### src/rtl/qproc_ctrl_fsm_if.sv
// Command/status bundle between the tProcessor AXI register block and the run-control FSM.
// The master side drives commands and configuration; the slave side returns control and status.
interface qproc_ctrl_fsm_if;
    logic [31:0] tproc_ctrl_i;
    logic [31:0] tproc_cfg_i;
    logic        ext_start_i;
    logic        core_halt_i;
    logic        core_rst_o;
    logic        core_en_o;
    logic        time_rst_o;
    logic        time_en_o;
    logic        time_updt_o;
    logic [2:0]  state_o;
    logic [15:0] step_cnt_o;
    logic        cmd_err_o;

    modport master (
        output tproc_ctrl_i, tproc_cfg_i, ext_start_i, core_halt_i,
        input  core_rst_o, core_en_o, time_rst_o, time_en_o, time_updt_o,
        input  state_o, step_cnt_o, cmd_err_o
    );

    modport slave (
        input  tproc_ctrl_i, tproc_cfg_i, ext_start_i, core_halt_i,
        output core_rst_o, core_en_o, time_rst_o, time_en_o, time_updt_o,
        output state_o, step_cnt_o, cmd_err_o
    );
endinterface

### src/rtl/qproc_ctrl_fsm.sv
// tProcessor run-control state machine: turns TPROC_CTRL command pulses into core and
// time-base reset/enable controls. All outputs are registered, decoded from the next state.
module qproc_ctrl_fsm #(
    parameter int unsigned RST_CYC = 4
) (
    input logic             c_clk_i,
    input logic             c_rst_ni,
    qproc_ctrl_fsm_if.slave bus
);

    typedef enum logic [2:0] {
        ST_RESET  = 3'd0,
        ST_STOP   = 3'd1,
        ST_RUN    = 3'd2,
        ST_PAUSE  = 3'd3,
        ST_FREEZE = 3'd4,
        ST_STEP   = 3'd5
    } state_e;

    typedef enum logic [2:0] {
        CMD_NONE,
        CMD_RUN,
        CMD_STEP,
        CMD_PAUSE,
        CMD_FREEZE,
        CMD_STOP,
        CMD_RST
    } cmd_e;

    localparam logic [7:0] RST_LOAD = 8'(RST_CYC - 1);

    state_e      state_q, state_d;
    state_e      origin_q, origin_d;
    cmd_e        pend_q, pend_d;
    cmd_e        cmd_in, cmd_eff;
    logic [7:0]  cnt_q, cnt_d;
    logic [15:0] step_cnt_q, step_cnt_d;
    logic        err_q, err_d;
    logic        err_set, rst_entry, run_req;
    logic        core_rst_q, core_rst_d;
    logic        core_en_q, core_en_d;
    logic        time_rst_q, time_rst_d;
    logic        time_en_q, time_en_d;
    logic        time_updt_q, time_updt_d;

    logic unused_bits;
    assign unused_bits = ^{bus.tproc_ctrl_i[31:8], bus.tproc_cfg_i[31:1]};

    always_comb begin
        // NOTE: every signal written here is defaulted first, so no path can infer a latch.
        cmd_in    = CMD_NONE;
        state_d   = state_q;
        origin_d  = origin_q;
        cnt_d     = cnt_q;
        pend_d    = CMD_NONE;
        err_set   = 1'b0;
        rst_entry = 1'b0;
        run_req   = bus.tproc_ctrl_i[2] | (bus.ext_start_i & bus.tproc_cfg_i[0]);

        if (bus.tproc_ctrl_i[7])      cmd_in = CMD_RST;
        else if (bus.tproc_ctrl_i[3]) cmd_in = CMD_STOP;
        else if (bus.tproc_ctrl_i[5]) cmd_in = CMD_FREEZE;
        else if (bus.tproc_ctrl_i[4]) cmd_in = CMD_PAUSE;
        else if (bus.tproc_ctrl_i[6]) cmd_in = CMD_STEP;
        else if (run_req)             cmd_in = CMD_RUN;

        // A command parked during STEP is replayed unless a fresh one supersedes it.
        cmd_eff = (cmd_in != CMD_NONE) ? cmd_in : pend_q;

        if (state_q != ST_STEP && cmd_eff == CMD_RST) begin
            state_d   = ST_RESET;
            cnt_d     = RST_LOAD;
            rst_entry = 1'b1;
        end else begin
            case (state_q)
                ST_RESET: begin
                    err_set = (cmd_eff != CMD_NONE);
                    if (cnt_q == 8'd0) state_d = ST_STOP;
                    else               cnt_d   = cnt_q - 8'd1;
                end
                ST_STOP: begin
                    case (cmd_eff)
                        CMD_RUN:                        state_d = ST_RUN;
                        CMD_PAUSE, CMD_FREEZE, CMD_STEP: err_set = 1'b1;
                        default: ;
                    endcase
                end
                ST_RUN: begin
                    if (bus.core_halt_i) begin
                        state_d = ST_STOP;
                    end else begin
                        case (cmd_eff)
                            CMD_STOP:   state_d = ST_STOP;
                            CMD_PAUSE:  state_d = ST_PAUSE;
                            CMD_FREEZE: state_d = ST_FREEZE;
                            CMD_STEP:   err_set = 1'b1;
                            default: ;
                        endcase
                    end
                end
                ST_PAUSE, ST_FREEZE: begin
                    case (cmd_eff)
                        CMD_RUN:    state_d = ST_RUN;
                        CMD_STOP:   state_d = ST_STOP;
                        CMD_PAUSE:  state_d = ST_PAUSE;
                        CMD_FREEZE: state_d = ST_FREEZE;
                        CMD_STEP: begin
                            state_d  = ST_STEP;
                            origin_d = state_q;
                        end
                        default: ;
                    endcase
                end
                ST_STEP: begin
                    // A halt during the step wins; any pending command then applies from STOP.
                    state_d = bus.core_halt_i ? ST_STOP : origin_q;
                    pend_d  = cmd_in;
                end
                default: begin
                    state_d = ST_RESET;
                    cnt_d   = RST_LOAD;
                end
            endcase
        end

        step_cnt_d = step_cnt_q;
        if (rst_entry)
            step_cnt_d = 16'd0;
        else if (state_d == ST_STEP && step_cnt_q != 16'hFFFF)
            step_cnt_d = step_cnt_q + 16'd1;

        err_d = rst_entry ? 1'b0 : (err_q | err_set);

        core_rst_d  = (state_d == ST_RESET);
        core_en_d   = (state_d == ST_RUN) || (state_d == ST_STEP);
        time_en_d   = (state_d == ST_RUN) || (state_d == ST_PAUSE) || (state_d == ST_STEP);
        time_rst_d  = bus.tproc_ctrl_i[0] | (state_d == ST_RESET);
        time_updt_d = bus.tproc_ctrl_i[1];
    end

    always_ff @(posedge c_clk_i) begin
        // NOTE: non-blocking assignments so every register samples the same pre-edge values.
        if (!c_rst_ni) begin
            state_q     <= ST_RESET;
            origin_q    <= ST_PAUSE;
            pend_q      <= CMD_NONE;
            cnt_q       <= RST_LOAD;
            step_cnt_q  <= 16'd0;
            err_q       <= 1'b0;
            core_rst_q  <= 1'b1;
            core_en_q   <= 1'b0;
            time_rst_q  <= 1'b1;
            time_en_q   <= 1'b0;
            time_updt_q <= 1'b0;
        end else begin
            state_q     <= state_d;
            origin_q    <= origin_d;
            pend_q      <= pend_d;
            cnt_q       <= cnt_d;
            step_cnt_q  <= step_cnt_d;
            err_q       <= err_d;
            core_rst_q  <= core_rst_d;
            core_en_q   <= core_en_d;
            time_rst_q  <= time_rst_d;
            time_en_q   <= time_en_d;
            time_updt_q <= time_updt_d;
        end
    end

    assign bus.state_o     = state_q;
    assign bus.step_cnt_o  = step_cnt_q;
    assign bus.cmd_err_o   = err_q;
    assign bus.core_rst_o  = core_rst_q;
    assign bus.core_en_o   = core_en_q;
    assign bus.time_rst_o  = time_rst_q;
    assign bus.time_en_o   = time_en_q;
    assign bus.time_updt_o = time_updt_q;

endmodule

### src/flat_wrapper.sv
// flat-port wrapper written by rule: the top's interface ports become plain ports
module qproc_ctrl_fsm_flat 
#(
    parameter int unsigned RST_CYC = 4
)
  (c_clk_i, c_rst_ni, bus_tproc_ctrl_i, bus_tproc_cfg_i, bus_ext_start_i, bus_core_halt_i, bus_core_rst_o, bus_core_en_o, bus_time_rst_o, bus_time_en_o, bus_time_updt_o, bus_state_o, bus_step_cnt_o, bus_cmd_err_o);
  qproc_ctrl_fsm_if bus_i ();
  input logic c_clk_i;
  input logic c_rst_ni;
  input wire logic [$bits(bus_i.tproc_ctrl_i)-1:0] bus_tproc_ctrl_i;
  input wire logic [$bits(bus_i.tproc_cfg_i)-1:0] bus_tproc_cfg_i;
  input wire logic [$bits(bus_i.ext_start_i)-1:0] bus_ext_start_i;
  input wire logic [$bits(bus_i.core_halt_i)-1:0] bus_core_halt_i;
  output wire logic [$bits(bus_i.core_rst_o)-1:0] bus_core_rst_o;
  output wire logic [$bits(bus_i.core_en_o)-1:0] bus_core_en_o;
  output wire logic [$bits(bus_i.time_rst_o)-1:0] bus_time_rst_o;
  output wire logic [$bits(bus_i.time_en_o)-1:0] bus_time_en_o;
  output wire logic [$bits(bus_i.time_updt_o)-1:0] bus_time_updt_o;
  output wire logic [$bits(bus_i.state_o)-1:0] bus_state_o;
  output wire logic [$bits(bus_i.step_cnt_o)-1:0] bus_step_cnt_o;
  output wire logic [$bits(bus_i.cmd_err_o)-1:0] bus_cmd_err_o;
  assign bus_i.tproc_ctrl_i = bus_tproc_ctrl_i;
  assign bus_i.tproc_cfg_i = bus_tproc_cfg_i;
  assign bus_i.ext_start_i = bus_ext_start_i;
  assign bus_i.core_halt_i = bus_core_halt_i;
  assign bus_core_rst_o = bus_i.core_rst_o;
  assign bus_core_en_o = bus_i.core_en_o;
  assign bus_time_rst_o = bus_i.time_rst_o;
  assign bus_time_en_o = bus_i.time_en_o;
  assign bus_time_updt_o = bus_i.time_updt_o;
  assign bus_state_o = bus_i.state_o;
  assign bus_step_cnt_o = bus_i.step_cnt_o;
  assign bus_cmd_err_o = bus_i.cmd_err_o;
  qproc_ctrl_fsm #(.RST_CYC(RST_CYC)) u_core (.c_clk_i(c_clk_i), .c_rst_ni(c_rst_ni), .bus(bus_i));
endmodule
### config.mk
export PLATFORM = sky130hd
export DESIGN_NAME = qproc_ctrl_fsm_flat
export DESIGN_NICKNAME = d
export VERILOG_FILES = /design/src/rtl/qproc_ctrl_fsm_if.sv /design/src/rtl/qproc_ctrl_fsm.sv /design/src/flat_wrapper.sv
export SDC_FILE = /design/constraint.sdc
export NUM_CORES = 1
export LEC_CHECK = 0
export CAP_MARGIN = 10
export CORE_MARGIN = 2
export CORE_UTILIZATION = 42
export DETAILED_ROUTE_END_ITERATION = 8
export GPL_TIMING_DRIVEN = 1
export PLACE_DENSITY = 0.84
export SYNTH_ARGS = -nofsm -noshare
export SYNTH_HDL_FRONTEND = slang
export SYNTH_SLANG_ARGS = --single-unit
### constraint.sdc
create_clock -name c_clk_i -period 8.38 [get_ports c_clk_i]
set_input_delay 1.257 -clock c_clk_i [delete_from_list [all_inputs] [get_ports c_clk_i]]
set_output_delay 1.257 -clock c_clk_i [all_outputs]
set_load 0.03 [all_outputs]
* Word level (Yosys, flattened, before mapping) *
Cells that the tools add are included.

storage, ports and cells
  flip-flop bits (word level) = 39
  latch bits = 0
  memory bits (writable) = 0
  memory bits (read-only) = 0
  input bits = 68
  output and inout bits = 25
  word-level logic and storage cells = 79
  memories kept = 0

cells by class
  $add $sub $neg = 2
  multiply operators = 0
  divide/modulo/power cells = 0
  $lt $le $gt $ge = 0
  equality and inequality tests = 17
  shift operators = 0
  multiplexer cells = 23
  bitwise gates (word level) = 8
  reduce and logical (&&, ||, !) cells = 18

operator list
  kind                                                  count
  2-to-1 mux 3 bit                                      11
  one-hot mux 3 bit (5 select lines)                    2
  equality test 3 x 2 -> 1 bit (second input constant)  6
  equality test 3 bit (second input constant)           6
  adder 16 x 1 -> 16 bit (second input constant)        1
  != test 16 bit (second input constant)                1
  one-hot mux 8 bit (2 select lines)                    1
  one-hot mux 3 bit (3 select lines)                    1
  zero test 8 bit                                       1
  2-to-1 mux 8 bit                                      1
  subtractor 8 x 1 -> 8 bit (second input constant)     1
  equality test 3 x 1 -> 1 bit (second input constant)  2
  zero test 3 bit                                       2
  2-to-1 mux 1 bit                                      6
  nonzero test 3 bit                                    2
  OR reduction 2 bit                                    3
  OR reduction 3 bit                                    2
  OR reduction 5 bit                                    1
  NOT 1 bit                                             4
  logical OR 1 bit                                      3
  != test 3 bit (second input constant)                 1
  bitwise OR 1 bit                                      3
  one-hot mux 1 bit (3 select lines)                    1
  AND reduction 3 bit                                   1
  4 further kinds                                       5

* Longest topological paths before layout *
  word-level depth = 18
  gate-level depth with buffers = 12
  mapped depth without buffers = 10

* Worst setup path after synthesis *
OpenSTA, ideal clock, no wires.

  path kind = input -> register
  from = input bus_ext_start_i
  to = register u_core.step_cnt_q[5], in the netlist u_core.bus.step_cnt_o[5]
  library setup time = 0.071 ns
  arrival = 3.503 ns
  data required time = 8.309 ns
  slack = 4.807 ns
  stages on the path = 9
  path buffers = 1
  path through = a211o_1 > o22ai_2 > nand3_1 > o221a_1 > and4_4 > or4_4 > buf_6 > or4_1 > a21oi_1

between the ends
  longest elaborated chain between the ends = 17
  elaborated cells between the ends (all ways) = 27
  classes of those cells = 7 x eq/ne; 14 x mux; 2 x bitwise; 4 x reduce/logical

RTL lines
  element                                                                     line                                         source
  start, declared                                                             flat_wrapper.sv:12                           input wire logic [$bits(bus_i.ext_start_i)-1:0] bus_ext_start_i;
  AND 1 bit (*)                                                               qproc_ctrl_fsm.sv:58                         run_req = bus.tproc_ctrl_i[2] | (bus.ext_start_i & bus.tproc_cfg_i[0]);
  bitwise OR 1 bit (*)                                                        qproc_ctrl_fsm.sv:58
  2-to-1 mux 1 bit (*)                                                        qproc_ctrl_fsm.sv:65                         else if (run_req) cmd_in = CMD_RUN;
  2-to-1 mux 3 bit (*)                                                        qproc_ctrl_fsm.sv:64                         else if (bus.tproc_ctrl_i[6]) cmd_in = CMD_STEP;
  2-to-1 mux 3 bit (*)                                                        qproc_ctrl_fsm.sv:63                         else if (bus.tproc_ctrl_i[4]) cmd_in = CMD_PAUSE;
  2-to-1 mux 3 bit (*)                                                        qproc_ctrl_fsm.sv:62                         else if (bus.tproc_ctrl_i[5]) cmd_in = CMD_FREEZE;
  2-to-1 mux 3 bit (*)                                                        qproc_ctrl_fsm.sv:61                         else if (bus.tproc_ctrl_i[3]) cmd_in = CMD_STOP;
  2-to-1 mux 3 bit (*)                                                        qproc_ctrl_fsm.sv:60                         if (bus.tproc_ctrl_i[7]) cmd_in = CMD_RST;
  nonzero test 3 bit                                                          qproc_ctrl_fsm.sv:68                         cmd_eff = (cmd_in != CMD_NONE) ? cmd_in : pend_q;
  2-to-1 mux 3 bit (*)                                                        qproc_ctrl_fsm.sv:68
  equality test 3 bit / equality test 3 x 2 -> 1 bit (equally long branches)  qproc_ctrl_fsm.sv:92, qproc_ctrl_fsm.sv:102
  one-hot mux 3 bit (3 select lines)                                          qproc_ctrl_fsm.sv:92                         case (cmd_eff)
  2-to-1 mux 3 bit                                                            qproc_ctrl_fsm.sv:89                         if (bus.core_halt_i) begin
  one-hot mux 3 bit (5 select lines)                                          qproc_ctrl_fsm.sv:75                         case (state_q)
  2-to-1 mux 3 bit                                                            qproc_ctrl_fsm.sv:70                         if (state_q != ST_STEP && cmd_eff == CMD_RST) begin
  equality test 3 bit                                                         qproc_ctrl_fsm.sv:129                        else if (state_d == ST_STEP && step_cnt_q != 16'hFFFF)
  logical AND 1 bit                                                           qproc_ctrl_fsm.sv:129
  end signal, assigned                                                        qproc_ctrl_fsm.sv:160                        step_cnt_q <= step_cnt_d;
  end, declared                                                               qproc_ctrl_fsm.sv:37                         logic [15:0] step_cnt_q, step_cnt_d;

Every way passes the cells marked *; elsewhere a longest branch is shown, timed or not.
A chain may end at the register's enable or synchronous reset.

* Worst setup path in the final report *
  from = input bus_tproc_ctrl_i[7]
  to = register u_core.step_cnt_q[14], in the netlist u_core.bus.step_cnt_o[14]

between the ends
  longest elaborated chain between the ends = 10
  elaborated cells between the ends (all ways) = 20
  classes of those cells = 7 x eq/ne; 9 x mux; 4 x reduce/logical

RTL lines
  element                                                                     line                                         source
  start, declared                                                             flat_wrapper.sv:10                           input wire logic [$bits(bus_i.tproc_ctrl_i)-1:0] bus_tproc_ctrl_i;
  2-to-1 mux 3 bit (*)                                                        qproc_ctrl_fsm.sv:60
  nonzero test 3 bit                                                          qproc_ctrl_fsm.sv:68
  2-to-1 mux 3 bit (*)                                                        qproc_ctrl_fsm.sv:68
  equality test 3 bit / equality test 3 x 2 -> 1 bit (equally long branches)  qproc_ctrl_fsm.sv:92, qproc_ctrl_fsm.sv:102
  one-hot mux 3 bit (3 select lines)                                          qproc_ctrl_fsm.sv:92
  2-to-1 mux 3 bit                                                            qproc_ctrl_fsm.sv:89
  one-hot mux 3 bit (5 select lines)                                          qproc_ctrl_fsm.sv:75
  2-to-1 mux 3 bit                                                            qproc_ctrl_fsm.sv:70
  equality test 3 bit                                                         qproc_ctrl_fsm.sv:129
  logical AND 1 bit                                                           qproc_ctrl_fsm.sv:129

Marks and branches as above.

==> flow_summary.ini <==
[finish]
diodes = 0
regArea_um2 = 781
final_nets = 366
multiInputGateArea_um2 = 1220
n_fill_cell = 441
syn2layout_area_growth_pct = 25.4
design_area_um2 = 2590
drive_gt1_share_pct = 7.41

[logic_synthesis]
synth_area_um2 = 2070
synth_nets = 330
ys_ff_latch = 39
ys_types = 55
yosysMostFrequentCell = dfxtp_1
syn_area_per_cell_um2 = 7.95
synth-edff-count = 0
syn_inst = 260
ys_seq_area_share_pct = 37.8
yosys-top-cells-area = dfxtp_1 (38%), a21oi_1 (5.6%), nand2_1 (5.3%)
synth_top_area_share_pct = 37.8
synth_area_leader_cell = dfxtp_1
ys_top_cells_by_count = dfxtp_1 (39), nand2_1 (29), nor2_1 (29)
synthArstFlopShare_pct = 0
yosysWarnings = 0
ys.flop_type = dfxtp_1

[grt]
antenna_found_initial = 0
grt_pass1_wl_um = 7490
grt-ovfl-total = 0
grt_pass1_vias = 1766
grt_max_degree = 30
grt_usage_pct = 17.2

[floorplanning]
dieArea_um2 = 5500
rows = 25
die_w_um = 74.2
start_util_pct = 43.8
ios = 93
fp.coreArea_um2 = 4720
die_h_um = 74.2

[worst_setup_path]
worstSetupStartpoint = bus_tproc_ctrl_i[7]
rr_worst_depth = 8
reg2reg_from = u_core.bus.state_o[1]$_SDFF_PN0_
critPathCaptureType = flop
r2r-end = u_core.bus.step_cnt_o[14]$_SDFFE_PP0P_
regToRegSetupSlack_ns = 5.42
crit_fanout = 29
path_class = primary input to flop
crit_arrival_ns = 4.48
critical_path.endpoint = u_core.bus.step_cnt_o[14]$_SDFFE_PP0P_
start_kind = primary input
required_ns = 8.60

[route]
wirelength_um = 4570
vias_per_cell = 5.51
via_count = 2005
postRouteAntennaNets = 0
drt-initial-drc-count = 158
wl_per_cell_um = 12.6
drtPass1Iterations = 4
drc_errors = 0

[cts]
ctsLongestPathBuffers = 2
htreeDepth = 2
numCtsBuffers = 5
post-cts-setup-buffers = 0
ctsResizeCount = 0
clk_latency_ns = 0.30
cts_hold_buf = 0
cts_tree = yes
clkTransAtPathRegs_ns = 0.09
cts-root-buf = clkbuf_8
cts_sinks = 39

[timing]
tightest_slew_ns = 1.15
finalSetupTns_ns = 0
grt_setup_unrepaired = no
finalMaxSlewViolations = 0
maxSlewHeadroom_pct = 22.7
fmax_mhz = 235
finalClockSkew_ns = 0.00933
finalHoldViolations = 0
setup_viol = 0
fin_crit_sh_pct = 50.8
period_needed_ns = 4.26

[power_and_ir_drop]
powerDensity_nw_per_um2 = 149
leakage_nw = 0.880
irDropWorstVdd_uv = 76.3
power_uw = 386

[placement]
dpl.hpwl_um = 3360
port_buffers = 37
gp_congestion = 0.838
dpl_cell_area_um2 = 2480

[worst_hold_path]
min_path_type = flop to flop

[flow_run]
cap_violations = 0

[run_status]
outcome = finished, final reports clean
==> worst min path at each step <==
stage / startpoint / to / slack [ns] / cells after the start
global placement: u_core.origin_q[0]$_SDFFE_PN1P_ / u_core.origin_q[0]$_SDFFE_PN1P_ / 0.47 / 2
global route: u_core.bus.step_cnt_o[10]$_SDFFE_PP0P_ / u_core.bus.step_cnt_o[10]$_SDFFE_PP0P_ / 0.52 / 2
detailed placement: u_core.origin_q[0]$_SDFFE_PN1P_ / u_core.origin_q[0]$_SDFFE_PN1P_ / 0.47 / 2
finish: u_core.origin_q[2]$_SDFFE_PN0P_ / u_core.origin_q[2]$_SDFFE_PN0P_ / 0.49 / 2
CTS: u_core.origin_q[2]$_SDFFE_PN0P_ / u_core.origin_q[2]$_SDFFE_PN0P_ / 0.49 / 2
floorplan: u_core.origin_q[0]$_SDFFE_PN1P_ / u_core.origin_q[0]$_SDFFE_PN1P_ / 0.45 / 2
==> power breakdown <==
part           internal (mW)  switching (mW)  leakage, nW
Clock                 0.0887          0.0695       0.0581
Sequential             0.188         0.00195        0.315
Combinational         0.0162          0.0216        0.506
Total                  0.293          0.0931        0.880
==> sequential cells by signal, indices dropped and copies added (netlist names) <==
signal and cells:
u_core.origin_q 3, u_core.bus.cmd_err_o 1, u_core.bus.core_en_o 1, u_core.bus.state_o 3, u_core.bus.time_en_o 1, u_core.bus.step_cnt_o 16
u_core.bus.core_rst_o 1, u_core.bus.time_rst_o 1, u_core.bus.time_updt_o 1, u_core.cnt_q 8, u_core.pend_q 3
==> per-stage QoR <==
stage                     setup WS, ns  hold slack, ns  util [%]  cells
after global routing              3.96           0.519      54.9    364
final                             4.12           0.488      54.9    364
after floorplan                   4.81           0.447         -    260
after global placement            3.90           0.474      52.5    356
after detailed placement          3.84           0.472      52.5    356
after CTS                         4.15           0.491      54.9    364
==> cell usage in the layout (no fill, tap or decap), types with 2 or more instances in the layout <==
cell type,n
a221oi_1,2
xnor2_1,4
nor3b_1,2
nand2_1,29
a21boi_0,2
nor3_1,10
o21ai_1,2
nor4_1,5
o21ai_0,15
clkdlybuf4s50_1,37
inv_1,7
o211a_1,2
nor2_1,29
o21bai_1,2
or3_1,9
xor2_1,4
nand2b_1,4
and3_1,3
a21oi_1,23
and2_1,5
or4_1,5
or2_2,5
dfxtp_1,39
clkbuf_8,5
nand3_1,10
o21a_1,2
o31ai_1,5
ha_1,2
==> cell type report <==
cell class | instances | share of cell area, %
repair buffers | 37 | 14.3
multi-input cells | 206 | 47.0
flip-flops and latches | 39 | 30.1
clock buffers | 5 | 2.65
well taps | 67 | 3.23
inverters | 7 | 1.01
clock inverters | 3 | 1.69
==> worst max-delay path, cell delays in order <==
cell and delay, ns:
clkdlybuf4s50_1 0.66, a211o_1 0.35, o22ai_2 0.25, nand3_1 0.14
o221a_1 0.24, and4_4 0.20, or4_4 0.68, or4_1 0.52
a21oi_1 0.17
==> layer usage <==
layer,routed length (um),global-route usage (%),vias to the layer above
met5,0,0,-
met4,76,7.07,0
met3,146,4.07,8
met2,2290,27.8,34
met1,2060,22.0,941
li1,-,-,1022
==> cells by family after synthesis <==
group,after synthesis,share of synthesized area (%)
AND/OR/NAND/NOR,124,30.8
AO/OA/AOI/OAI,72,23.5
flip-flops,39,37.8
buffers and inverters,15,3.27
XOR/XNOR,8,3.39
adder cells (fa/ha/maj),2,1.21
Power figures use the tool's default switching activity.
==> variant 1: new RTL, same flow settings <==
Make the reset (`c_rst_ni`) asynchronous in one clocked block.
--- a/src/rtl/qproc_ctrl_fsm.sv
+++ b/src/rtl/qproc_ctrl_fsm.sv
@@ -139,5 +139,5 @@
     end
 
-    always_ff @(posedge c_clk_i) begin
+    always_ff @(posedge c_clk_i or negedge c_rst_ni) begin
         // NOTE: non-blocking assignments so every register samples the same pre-edge values.
         if (!c_rst_ni) begin
Behaviour: differs if c_rst_ni is asserted again (counterexample within 4 cycles, from zero or initial values and one cycle with c_rst_ni low); with c_rst_ni held inactive, the same outputs for 10 cycles.
==> variant 1 against the original RTL <==
  * Hold slack better by 0.030 ns
  * Combinational power rose to 5.1 times the old value
  * Register-to-register slack worse by 0.19 ns
  * Sequential share of layout area up 1.2 points
  * Worst setup slack worse by 0.25 ns
  * Sequential cell count unchanged
  * Critical endpoint is now u_core.bus.step_cnt_o[1]
  * Area after synthesis up 29%
  * Sequential power up 25%
  * Wire length up 34%
  * Via count up 21%
  * Power up 54%
  * Cell area up 21%
==> variant 1: results (changes against the original RTL) <==
- Met2 routed wirelength: 3020 microns (+32%)
- Wire per inst: 14.9 microns (+18%)
- Placed Instance Area: 3020 sq um (+22%)
- Post-synthesis net count: 374 (+13%)
- Met3 WL post-DR: 296 microns (+100%)
- Slowest stage cell, crit path: o21bai_1
- Starting DRC count in detailed routing: 227 (+44%)
- GPL Wtd Cong: 0.900 (+7.4%)
- Fraction of the yosys area taken by sequential cells: 36.8% (-0.99 points)
- WHS Endpoint: u_core.origin_q[1]
- Global-route wire length before repair: 10500 microns (+40%)
- Async set-reset flop share out of synthesis: 100% (+100 points)
- Leakage power: 1.22 nW (+39%)
- Pin count of the biggest net entering global routing: 40 (+33%)
- Average cell area after synthesis: 8.80 sq um (+11%)
- Slew @ Worst Pin: 1.14 ns (-0.0119 ns)
- Source of the worst hold timing path: u_core.origin_q[1]
- GRT met2 Usage: 29.1% (+1.3 points)
- Delay of the slowest cell on the worst path: 0.89 ns (+0.21 ns)
- CP arrival: 4.73 ns (+0.25 ns)
- Number of global-route vias before repair: 2331 (+32%)
- Vias: 2431 (+21%)
- Ranking of synthesized cells by instance count: nand2_1 (35), dfrtp_1 (33), nor2_1 (29), a21oi_1 (20)
- Final core utilization: 50.3% (-4.5 points)
- Power share of the clock group: 27.7% (-13 points)
- Met3 usage: 3.26% (-0.80 points)
- Worst VDD drop: 0.116 mV (+52%)
- All-layer global routing usage: 17.7% (+0.49 points)
- Top post-synthesis cells by area: dfrtp_1 (31%), dfstp_2 (5.9%), mux2i_1 (5.6%), nand2_1 (4.9%), nor2_1 (4.1%)
- Post-synth cell types: 59 (+7.3%)
- Setup clock skew after layout: 0.00582 ns (-0.00351 ns)
- Final instance count without filler cells: 412 (+13%)
- Routed metal-1 wirelength: 2720 microns (+32%)
- Hold slack final: 0.518 ns (+0.0301 ns)
- Crit Reg-Reg Endpoint: u_core.bus.step_cnt_o[1]
- Number of nets in the final layout: 404 (+10%)
- Fraction of the cycle the final worst path needs: 53.8% (+3.0 points)
- Outcome: finished, final reports clean
- Worst setup timing slack at the placement stage: 3.59 ns (-0.242 ns)
- Most used DFF post-synth: dfrtp_1
- Power dissipated by switching net loads: 0.215 mW (+130%)
- Worst-path maximum fanout: 13 (-55%)
- Critical R2R Launch: u_core.pend_q[1]
- Switching share of power: 36.2% (+12 points)
- Share of post-route cells with drive strength above 1: 12.5% (+5.1 points)
- Fill cell instance count of the final layout: 574 (+30%)
- Register-to-register setup slack: 5.23 ns (-0.19 ns)
[variant 1: cell count changes after synthesis, sizes merged, moves of 8 or more]
cell and delta:
nand2b +10, mux2i +15, o21ai -8, nor4 +8
dfxtp -39, dfrtp +33
[variant 1: area by class of cell]
cell class	instances	area share (%)
multi-input combinational	242	49.2
sequential	39	31.3
timing repair buffer	37	11.6
tap	77	3.07
clock buffer	6	2.63
clock inverter	2	1.12
inverter	9	1.08
[variant 1: kinds of logic after synthesis]
| family | Yosys count | share of synthesized area, % |
|---|---|---|
| buf+inv | 23 | 5.43 |
| mux | 15 | 5.62 |
| simple gates | 166 | 36.0 |
| xor+xnor | 1 | 0.328 |
| flops | 39 | 36.8 |
| compound gates | 58 | 14.9 |
| fa+ha+maj | 2 | 0.936 |
[variant 1: critical path: cells and delay by family]
family | cells | cell delay (ns)
compound gates | 3 | 1.48
buf+inv | 2 | 0.85
mux | 1 | 0.21
simple gates | 3 | 0.93
==> variant 2: new RTL, config.mk and constraints unchanged <==
Made on the original files. Encoding of `cmd_e`: now one-hot (7 bits for 7 values).
--- a/src/rtl/qproc_ctrl_fsm.sv
+++ b/src/rtl/qproc_ctrl_fsm.sv
@@ -18,12 +18,12 @@
     } state_e;
 
-    typedef enum logic [2:0] {
-        CMD_NONE,
-        CMD_RUN,
-        CMD_STEP,
-        CMD_PAUSE,
-        CMD_FREEZE,
-        CMD_STOP,
-        CMD_RST
+    typedef enum logic [6:0] {
+        CMD_NONE   = 7'b0000001,
+        CMD_RUN    = 7'b0000010,
+        CMD_STEP   = 7'b0000100,
+        CMD_PAUSE  = 7'b0001000,
+        CMD_FREEZE = 7'b0010000,
+        CMD_STOP   = 7'b0100000,
+        CMD_RST    = 7'b1000000
     } cmd_e;
 
Formal check against the unedited RTL: same outputs for any inputs over 10 cycles, from zero or initial values and one cycle with c_rst_ni low; not proved beyond that.
==> variant 2 against the original RTL <==
  * Cell area grew 9.5%
  * Area after synthesis increased by 14%
  * Power down 3.2%
  * Largest power group unchanged
  * Sequential cell count rose by 4
  * Wire length increased by 19%
  * Worst setup slack got worse by 0.32 ns
  * Via count up 12%
  * Count of clock-buffer cells in the layout unchanged
  * Hold slack improved by 0.0080 ns
==> variant 2: results (changes against the original RTL) <==
- Mux cell area share after synthesis: 0% (unchanged)
- Pin count of the biggest net entering global routing: 34 (+13%)
- Number of buffers created by CTS: 5 (unchanged)
- Count of pins over their slew limit: 0 (unchanged)
- Share of post-route cells with drive strength above 1: 8.50% (+1.1 points)
- Worst-path maximum fanout: 33 (+14%)
- Worst setup timing slack at the placement stage: 3.52 ns (-0.313 ns)
- Leakage power: 0.947 nW (+7.6%)
- Slowest stage cell, crit path: nor3_2
- Number of iterations in the first detailed-routing pass: 4 (unchanged)
- Critical R2R Launch: u_core.pend_q[2]
- DPL Wire Length: 3860 microns (+15%)
- Top post-synthesis cells by area: dfxtp_1 (37%), a21oi_1 (4.5%), or4_1 (4.5%), o31ai_1 (4.2%), nand2_1 (3.7%)
- Fill cell instance count of the final layout: 513 (+16%)
- Synth Area in Compound Gates: 27.8% (+4.3 points)
- Global-route wire length before repair: 9200 microns (+23%)
- Quantity of I/O buffers inserted on ports: 37 (unchanged)
- Clk Tree Root Cell: clkbuf_8
- Antenna violations before repair: 0 (unchanged)
- Count of synthesis-stage warnings from yosys: 0 (unchanged)
- Maximum root-to-sink buffer count: 2 (unchanged)
- Delay of the slowest cell on the worst path: 0.77 ns (+0.09 ns)
- Adder-Cell Fraction of Synth Area: 1.07% (-0.15 points)
- Number of nets in the final layout: 376 (+2.7%)
- Flip-flop count of the largest register, all copies and words added: 16 (unchanged)
- Wire per inst: 14.4 microns (+14%)
- Outcome: finished, final reports clean
- Clock edge transition at the registers on the reported setup and hold paths: 0.09 ns (about the same)
- XOR/XNOR share of the synthesized area: 2.24% (-1.2 points)
- Fraction of the yosys area taken by sequential cells: 36.7% (-1.1 points)
- Tightest Hold Check Type: flop to flop
- Worst VDD drop: 0.0601 mV (-21%)
- Resize count post-CTS: 0 (unchanged)
- Number of global-route vias before repair: 2076 (+18%)
- Insertion delay to the later sink of the worst-skew pair: 0.31 ns
- Source of the worst hold timing path: u_core.origin_q[2]
- Placed Instance Area: 2760 sq um (+11%)
- Post-synth cell types: 63 (+15%)
- Number of endpoints with negative hold slack in the final report: 0 (unchanged)
- GPL Wtd Cong: 0.955 (+14%)
- CP arrival: 4.81 ns (+0.33 ns)
- Async set-reset flop share out of synthesis: 0% (unchanged)
- Crit path from: bus_tproc_ctrl_i[7]
- # hold bufs at CTS: 0 (unchanged)
- Slew @ Worst Pin: 0.845 ns (-0.306 ns)
- Clock H-tree levels: 2 (unchanged)
- Post-synthesis cell count: 272 (+4.6%)
- Post-synthesis net count: 342 (+3.6%)
- Starting DRC count in detailed routing: 120 (-24%)
- All-layer global routing usage: 18.3% (+1.1 points)
- # diodes: 0 (unchanged)
- Ranking of synthesized cells by instance count: dfxtp_1 (43), nand2_1 (23), nor2_1 (22), a21oi_1 (21), or4_1 (14)
- Most used DFF post-synth: dfxtp_1
- Via count normalized by instance count: 5.92 (+7.4%)
- Setup clock skew after layout: 0.00826 ns (-0.00107 ns)
- Setup bufs post-CTS: 0 (unchanged)
==> variant 2: changes by cell type after synthesis, sizes merged, moves of 3 or more <==
cell / before / now
or3: 9 / 3
o21ai: 17 / 9
o211ai: 0 / 4
dfxtp: 39 / 43
or2: 7 / 3
nand2: 29 / 23
o31ai: 5 / 13
nor2: 29 / 24
or4: 6 / 14
nor4: 5 / 1
nand2b: 4 / 7
and3: 3 / 9
==> variant 2: cell type report <==
class,instances,area (sq um),share of cell area (%)
Clock buffer,5,68.8,2.43
Clock inverter,2,13.8,0.485
Inverter,6,22.5,0.794
Multi-Input combinational cell,213,1410,49.7
Sequential cell,43,861,30.3
Tap cell,72,90.1,3.17
Timing Repair Buffer,37,370,13.1
==> variant 2: path summary, 6_finish.rpt <==
path / to / slack [ns] / depth (start not counted)
max reg2reg: u_core.bus.step_cnt_o[9] / 5.51 / 8
min: u_core.origin_q[2] / 0.50 / 2
min reg2reg: u_core.origin_q[2] / 0.50 / 2
max: u_core.bus.step_cnt_o[9] / 3.80 / 9
==> variant 2: logic make-up after synthesis <==
logic type	count (synthesis)
buffers and inverters	16
xor gates and xnor gates	6
adders and majority gates	2
DFF	43
AOI/OAI and AO/OA	81
and+or+nand+nor	124
==> variant 2: where the power goes <==
| group | internal [mW] | switching [mW] | total, mW |
|---|---|---|---|
| Sequential | 0.206 | 0.00120 | 0.207 |
| Clock | 0.0571 | 0.0745 | 0.132 |
| Combinational | 0.0133 | 0.0214 | 0.0347 |
| Total | 0.276 | 0.0972 | 0.373 |
==> variant 2: layer usage <==
layer | GRT usage (%) | vias to the layer above | routed length (microns)
met5 | 0 | - | 0
met4 | 5.44 | 0 | 46
met3 | 5.23 | 6 | 354
met2 | 30.9 | 69 | 2600
met1 | 22.5 | 1061 | 2440
li1 | - | 1100 | -
==> variant 2: stage by stage <==
| stage | hold slack, ns | power, mW | instances |
|---|---|---|---|
| final | 0.496 | 0.373 | 378 |
| after CTS | 0.495 | 0.378 | 378 |
| after floorplan | 0.456 | 0.233 | 272 |
| after detailed placement | 0.482 | 0.246 | 371 |
| after global placement | 0.473 | 0.245 | 371 |
| after global routing | 0.526 | 0.388 | 378 |
==> variant 2: critical path: cells and delay by family <==
family	cells	cell delay, ns
AND/OR/NAND/NOR	2	1.33
AO/OA/AOI/OAI	6	1.51
buffers and inverters	1	0.69
